[config.mk]
export PLATFORM = sky130hd
export DESIGN_NAME = multi_lane_pipe
export DESIGN_NICKNAME = d
export VERILOG_FILES = /design/src/rtl/multi_lane_pipe.sv
export SDC_FILE = /design/constraint.sdc
export NUM_CORES = 1
export LEC_CHECK = 0
export CAP_MARGIN = 20
export CORE_MARGIN = 2
export CORE_UTILIZATION = 53
export DETAILED_ROUTE_END_ITERATION = 8
export PLACE_DENSITY_LB_ADDON = 0.15
export SLEW_MARGIN = 20
export SYNTH_ARGS = -nofsm -noshare
export SYNTH_HDL_FRONTEND = slang
export SYNTH_SLANG_ARGS = --single-unit
[constraint.sdc]
create_clock -name i_clk -period 2.6 [get_ports i_clk]
set_input_delay 0.52 -clock i_clk [delete_from_list [all_inputs] [get_ports i_clk]]
set_output_delay 0.52 -clock i_clk [all_outputs]
set_load 0.05 [all_outputs]
[src/rtl/multi_lane_pipe.sv]
// Multi-lane pipeline: each lane is a stage-1 register feeding a show-ahead FIFO.
// Lanes are fully independent; only the clock, reset and flush are shared.
module multi_lane_pipe #(
    parameter int unsigned NUM_CH = 2,
    parameter int unsigned DATA_W = 8,
    parameter int unsigned DEPTH  = 4,
    parameter int unsigned CNT_W  = 16,
    localparam int unsigned LVL_W = $clog2(DEPTH + 2)
) (
    input  logic                     i_clk,
    input  logic                     i_rst_n,
    input  logic [NUM_CH-1:0]        i_valid,
    output logic [NUM_CH-1:0]        o_ready,
    input  logic [NUM_CH*DATA_W-1:0] i_data,
    output logic [NUM_CH-1:0]        o_valid,
    input  logic [NUM_CH-1:0]        i_ready,
    output logic [NUM_CH*DATA_W-1:0] o_data,
    input  logic [NUM_CH-1:0]        i_ch_en,
    input  logic                     i_flush,
    output logic [NUM_CH*LVL_W-1:0]  o_level,
    output logic [NUM_CH*CNT_W-1:0]  o_xfer_cnt
);

    localparam int unsigned AW = $clog2(DEPTH);
    // Extra wrap bit distinguishes full from empty when the indices match.
    localparam int unsigned PW = AW + 1;

    for (genvar k = 0; k < NUM_CH; k++) begin : g_lane
        logic              s1_valid_q, s1_valid_d;
        logic [DATA_W-1:0] s1_data_q, s1_data_d;
        logic [PW-1:0]     wptr_q, wptr_d;
        logic [PW-1:0]     rptr_q, rptr_d;
        logic [PW-1:0]     count;
        logic [CNT_W-1:0]  cnt_q, cnt_d;
        logic [DATA_W-1:0] mem_q [DEPTH];
        logic              full, empty, pop, move, ready, accept;

        // Handshake decode for this lane.
        always_comb begin
            count  = wptr_q - rptr_q;
            empty  = (wptr_q == rptr_q);
            full   = (count == PW'(DEPTH));
            pop    = !empty && i_ready[k];
            // Stage 1 may enter a full FIFO when the head leaves on the same edge.
            move   = s1_valid_q && (!full || pop);
            // Gated by reset so upstream never sees ready while the lane is held.
            ready  = i_rst_n && i_ch_en[k] && !i_flush && (!s1_valid_q || move);
            accept = i_valid[k] && ready;
        end

        // Next-state for stage 1, pointers and transfer counter; flush wins over all.
        always_comb begin
            s1_valid_d = s1_valid_q;
            s1_data_d  = s1_data_q;
            wptr_d     = wptr_q;
            rptr_d     = rptr_q;
            cnt_d      = cnt_q;
            if (i_flush) begin
                s1_valid_d = 1'b0;
                wptr_d     = '0;
                rptr_d     = '0;
            end else begin
                if (accept) begin
                    s1_valid_d = 1'b1;
                    s1_data_d  = i_data[k*DATA_W +: DATA_W];
                end else if (move) begin
                    s1_valid_d = 1'b0;
                end
                if (move) begin
                    wptr_d = wptr_q + PW'(1);
                end
                if (pop) begin
                    rptr_d = rptr_q + PW'(1);
                    cnt_d  = cnt_q + CNT_W'(1);
                end
            end
        end

        // Lane control state with asynchronous reset.
        always_ff @(posedge i_clk or negedge i_rst_n) begin
            if (!i_rst_n) begin
                s1_valid_q <= 1'b0;
                s1_data_q  <= '0;
                wptr_q     <= '0;
                rptr_q     <= '0;
                cnt_q      <= '0;
            end else begin
                s1_valid_q <= s1_valid_d;
                s1_data_q  <= s1_data_d;
                wptr_q     <= wptr_d;
                rptr_q     <= rptr_d;
                cnt_q      <= cnt_d;
            end
        end

        // FIFO storage; contents are don't-care after reset so no reset here.
        always_ff @(posedge i_clk) begin
            if (move && !i_flush) begin
                mem_q[wptr_q[AW-1:0]] <= s1_data_q;
            end
        end

        assign o_ready[k]                     = ready;
        assign o_valid[k]                     = !empty;
        assign o_data[k*DATA_W +: DATA_W]     = mem_q[rptr_q[AW-1:0]];
        assign o_level[k*LVL_W +: LVL_W]      = LVL_W'(count) + LVL_W'(s1_valid_q);
        assign o_xfer_cnt[k*CNT_W +: CNT_W]   = cnt_q;
    end

endmodule

==> out/metrics.yaml <==
floorplanning:
  ios: 83
  dieArea_um2: 11300
  fp.coreArea_um2: 10200
  rows: 37
  die_w_um: 106
  die_h_um: 106
  start_util_pct: 54.1
worst_setup_path:
  rr_worst_depth: 10
  crit_fanout: 2
  path_depth: 7
  cp-start-kind: "flip-flop"
  path_class: "flip-flop to output port"
  critPathSlowestCell: "fa_2"
  cp_common_cell: "ha_4"
  max_stage_delay_ns: 0.54
  end_kind: "output port"
  crit_family: "adder cells"
  required_ns: 2.08
  path_cells: "ha_4 > fa_2 > inv_2 > ha_4 > xnor2_4 > xnor2_2 > buf_12"
  path_buf_inv: 2
  arrival_ns: 2.38
global_route:
  grt_max_degree: 63
  first_global_vias: 3588
  grt_pass1_wl_um: 18000
  antenna_found_initial: 0
  grt_overflow_total: 0
  grt_util_all_layers_pct: 21.1
drt:
  num_vias: 3398
  via_per_inst: 5.29
  postRouteAntennaNets: 0
  first_pass_iters: 4
  drt-total-wl_um: 11100
  wl_per_cell_um: 17.3
  drc_errors: 0
  drt_iter0_drc: 150
timing:
  tightest_slew_ns: 0.802
  drv_slew: 0
  fin_tns_setup_ns: -1.15
  fin_crit_ns: 2.90
  finClkSkew_ns: 0.0127
  slew_headroom_pct: 46.6
  rsz0062_at_grt: "true"
  setup_viol: 6
  max_freq_ghz: 0.345
  setup_slack_ns: -0.302
  final.period_utilization_pct: 112
  hold_violations: 0
finish:
  area_growth_pct: 37.4
  drive_gt1_share_pct: 31.8
  final_cell_mix: "edfxtp_1, dfrtp_1, clkdlybuf4s50_1"
  design_area_um2: 7610
  final_common_cell: "edfxtp_1"
  filler_cell_count: 656
  diodes: 0
  layout.nets: 540
synthesis:
  synth_warnings: 0
  syn_inst: 365
  yosysSeqAreaShare_pct: 62.7
  syn-num-nets: 412
  ys_types: 42
  postSynthAreaPerCell_um2: 15.2
  syn_area_um2: 5540
  async_flop_share_pct: 49.2
  synth-seq-cells: 126
  synth_edf_count: 64
  synthFlopType: "edfxtp_1"
clock_network:
  cts_buffer_depth: 2
  hold_buffers: 0
  clkTransAtPathRegs_ns: 0.06
  clock-root-buffer: "clkbuf_8"
  tritoncts: "built"
  insertion_delay_ns: 0.51
  cts_buffers: 17
  htree_levels: 4
  cts.sinks: 126
place:
  io_buffer_count: 82
  place_congestion: 0.793
  hpwl_um: 7190
  pre_cts_slack_ns: 0.0818
  place_area_um2: 6790
power_and_ir_drop:
  total_leakage_power_nw: 3.08
  switchingPower_mw: 1.63
  swShare_pct: 27.9
  ir_drop_v: 0.000585
  p_int_mw: 4.21
  clock_power_share_pct: 41.8
  seq_power_share_pct: 41.3
  p_comb_share_pct: 16.9
  p_per_area_nw_per_um2: 767
status:
  failed_checks: "negative setup slack"
  outcome: "finished with violations"
job:
  cap_violations: 0
hold_path:
  hold_class: "primary input to async pin"
metal layers:
metal	track usage, %	part of all wire [%]
met3	5.64	5.3
met2	34.3	51
met5	0	0
met4	8.65	0.82
met1	27.1	42
cell usage after synthesis (2+ instances only):
| cell | count | area, um^2 |
|---|---|---|
| nand3_1 | 16 | 80.1 |
| fa_1 | 2 | 40.0 |
| xor2_1 | 10 | 87.6 |
| inv_1 | 14 | 52.6 |
| nand2_1 | 17 | 63.8 |
| mux2_4 | 8 | 120 |
| edfxtp_1 | 64 | 1920 |
| o21ai_0 | 2 | 10.0 |
| nor3_1 | 4 | 20.0 |
| nor2_1 | 21 | 78.8 |
| mux2_2 | 10 | 113 |
| and2_1 | 11 | 68.8 |
| a21oi_1 | 3 | 15.0 |
| and4_4 | 2 | 22.5 |
| mux4_2 | 16 | 360 |
| and4_1 | 3 | 26.3 |
| nand4_1 | 12 | 75.1 |
| and3_1 | 5 | 31.3 |
| dfrtp_1 | 62 | 1550 |
| o21bai_1 | 2 | 15.0 |
| ha_1 | 20 | 250 |
| nor3_2 | 2 | 20.0 |
| clkbuf_1 | 6 | 22.5 |
| xnor2_1 | 32 | 280 |
| buf_4 | 3 | 22.5 |
| mux2i_1 | 2 | 20.0 |
registers in the layout, summed over array words and instances (netlist names):
signal,flops
g_lane.cnt_q,32
g_lane.wptr_q,6
g_lane.mem_q,64
g_lane.rptr_q,6
g_lane.s1_data_q,16
g_lane.s1_valid_q,2
power groups by stage:
stage | Combinational [mW] | Clock, mW | Sequential [mW]
final | 0.986 | 2.44 | 2.41
after CTS | 0.966 | 2.48 | 2.41
after global placement | 0.911 | 0 | 2.44
after detailed placement | 0.918 | 0 | 2.45
after global routing | 1.05 | 2.57 | 2.44
after floorplan | 0.427 | 0 | 2.56
stage by stage:
step	util [%]	power (mW)	hold WS [ns]	cells
finish	74.4	5.84	0.218	642
global route	74.4	6.06	0.277	642
CTS	73.7	5.86	0.241	636
detailed placement	66.4	3.37	0.469	598
global placement	66.4	3.35	0.459	598
floorplan	-	2.99	0.224	365
area by class of cell:
| type | instances | area [um^2] | share of cell area, % |
|---|---|---|---|
| clock inverter | 15 | 198 | 2.60 |
| sequential | 126 | 3470 | 45.7 |
| timing repair buffer | 119 | 1220 | 16.0 |
| clock buffer | 17 | 414 | 5.44 |
| tap | 136 | 170 | 2.24 |
| multi-input combinational | 215 | 2080 | 27.3 |
| inverter | 14 | 52.6 | 0.691 |
cell families after synthesis:
kind of cell / after synthesis / share of synthesized area, %
adder cells (fa/ha/maj): 22 / 5.24
AO/OA/AOI/OAI: 15 / 2.33
AND/OR/NAND/NOR: 98 / 9.44
buffers and inverters: 24 / 1.97
XOR/XNOR: 44 / 7.23
multiplexers: 36 / 11.1
flip-flops: 126 / 62.7
timing repair:
item / 4_1_cts / 5_1_grt
endpoints found under the hold margin: 0 / 0
setup buffers: 6 / 6
endpoints found under the setup margin: 6 / 6
pin swaps: 11 / 7
gates resized for setup: 20 / 5
final timing paths:
| path | startpoint | endpoint | slack, ns |
|---|---|---|---|
| hold reg to reg | g_lane[1].cnt_q[15] | g_lane[1].cnt_q[15] | 0.48 |
| max in group asynchronous | i_rst_n | g_lane[1].wptr_q[1] | 1.81 |
| hold / removal | i_rst_n | g_lane[0].cnt_q[8] | 0.22 |
| min in group i_clk | g_lane[1].cnt_q[15] | g_lane[1].cnt_q[15] | 0.48 |
| setup reg to reg | g_lane[1].wptr_q[0] | g_lane[1].mem_q[1][0] | 0.11 |
| setup / recovery | g_lane[1].rptr_q[0] | o_level[5] | -0.30 |
(Power assumes the default switching activity.)
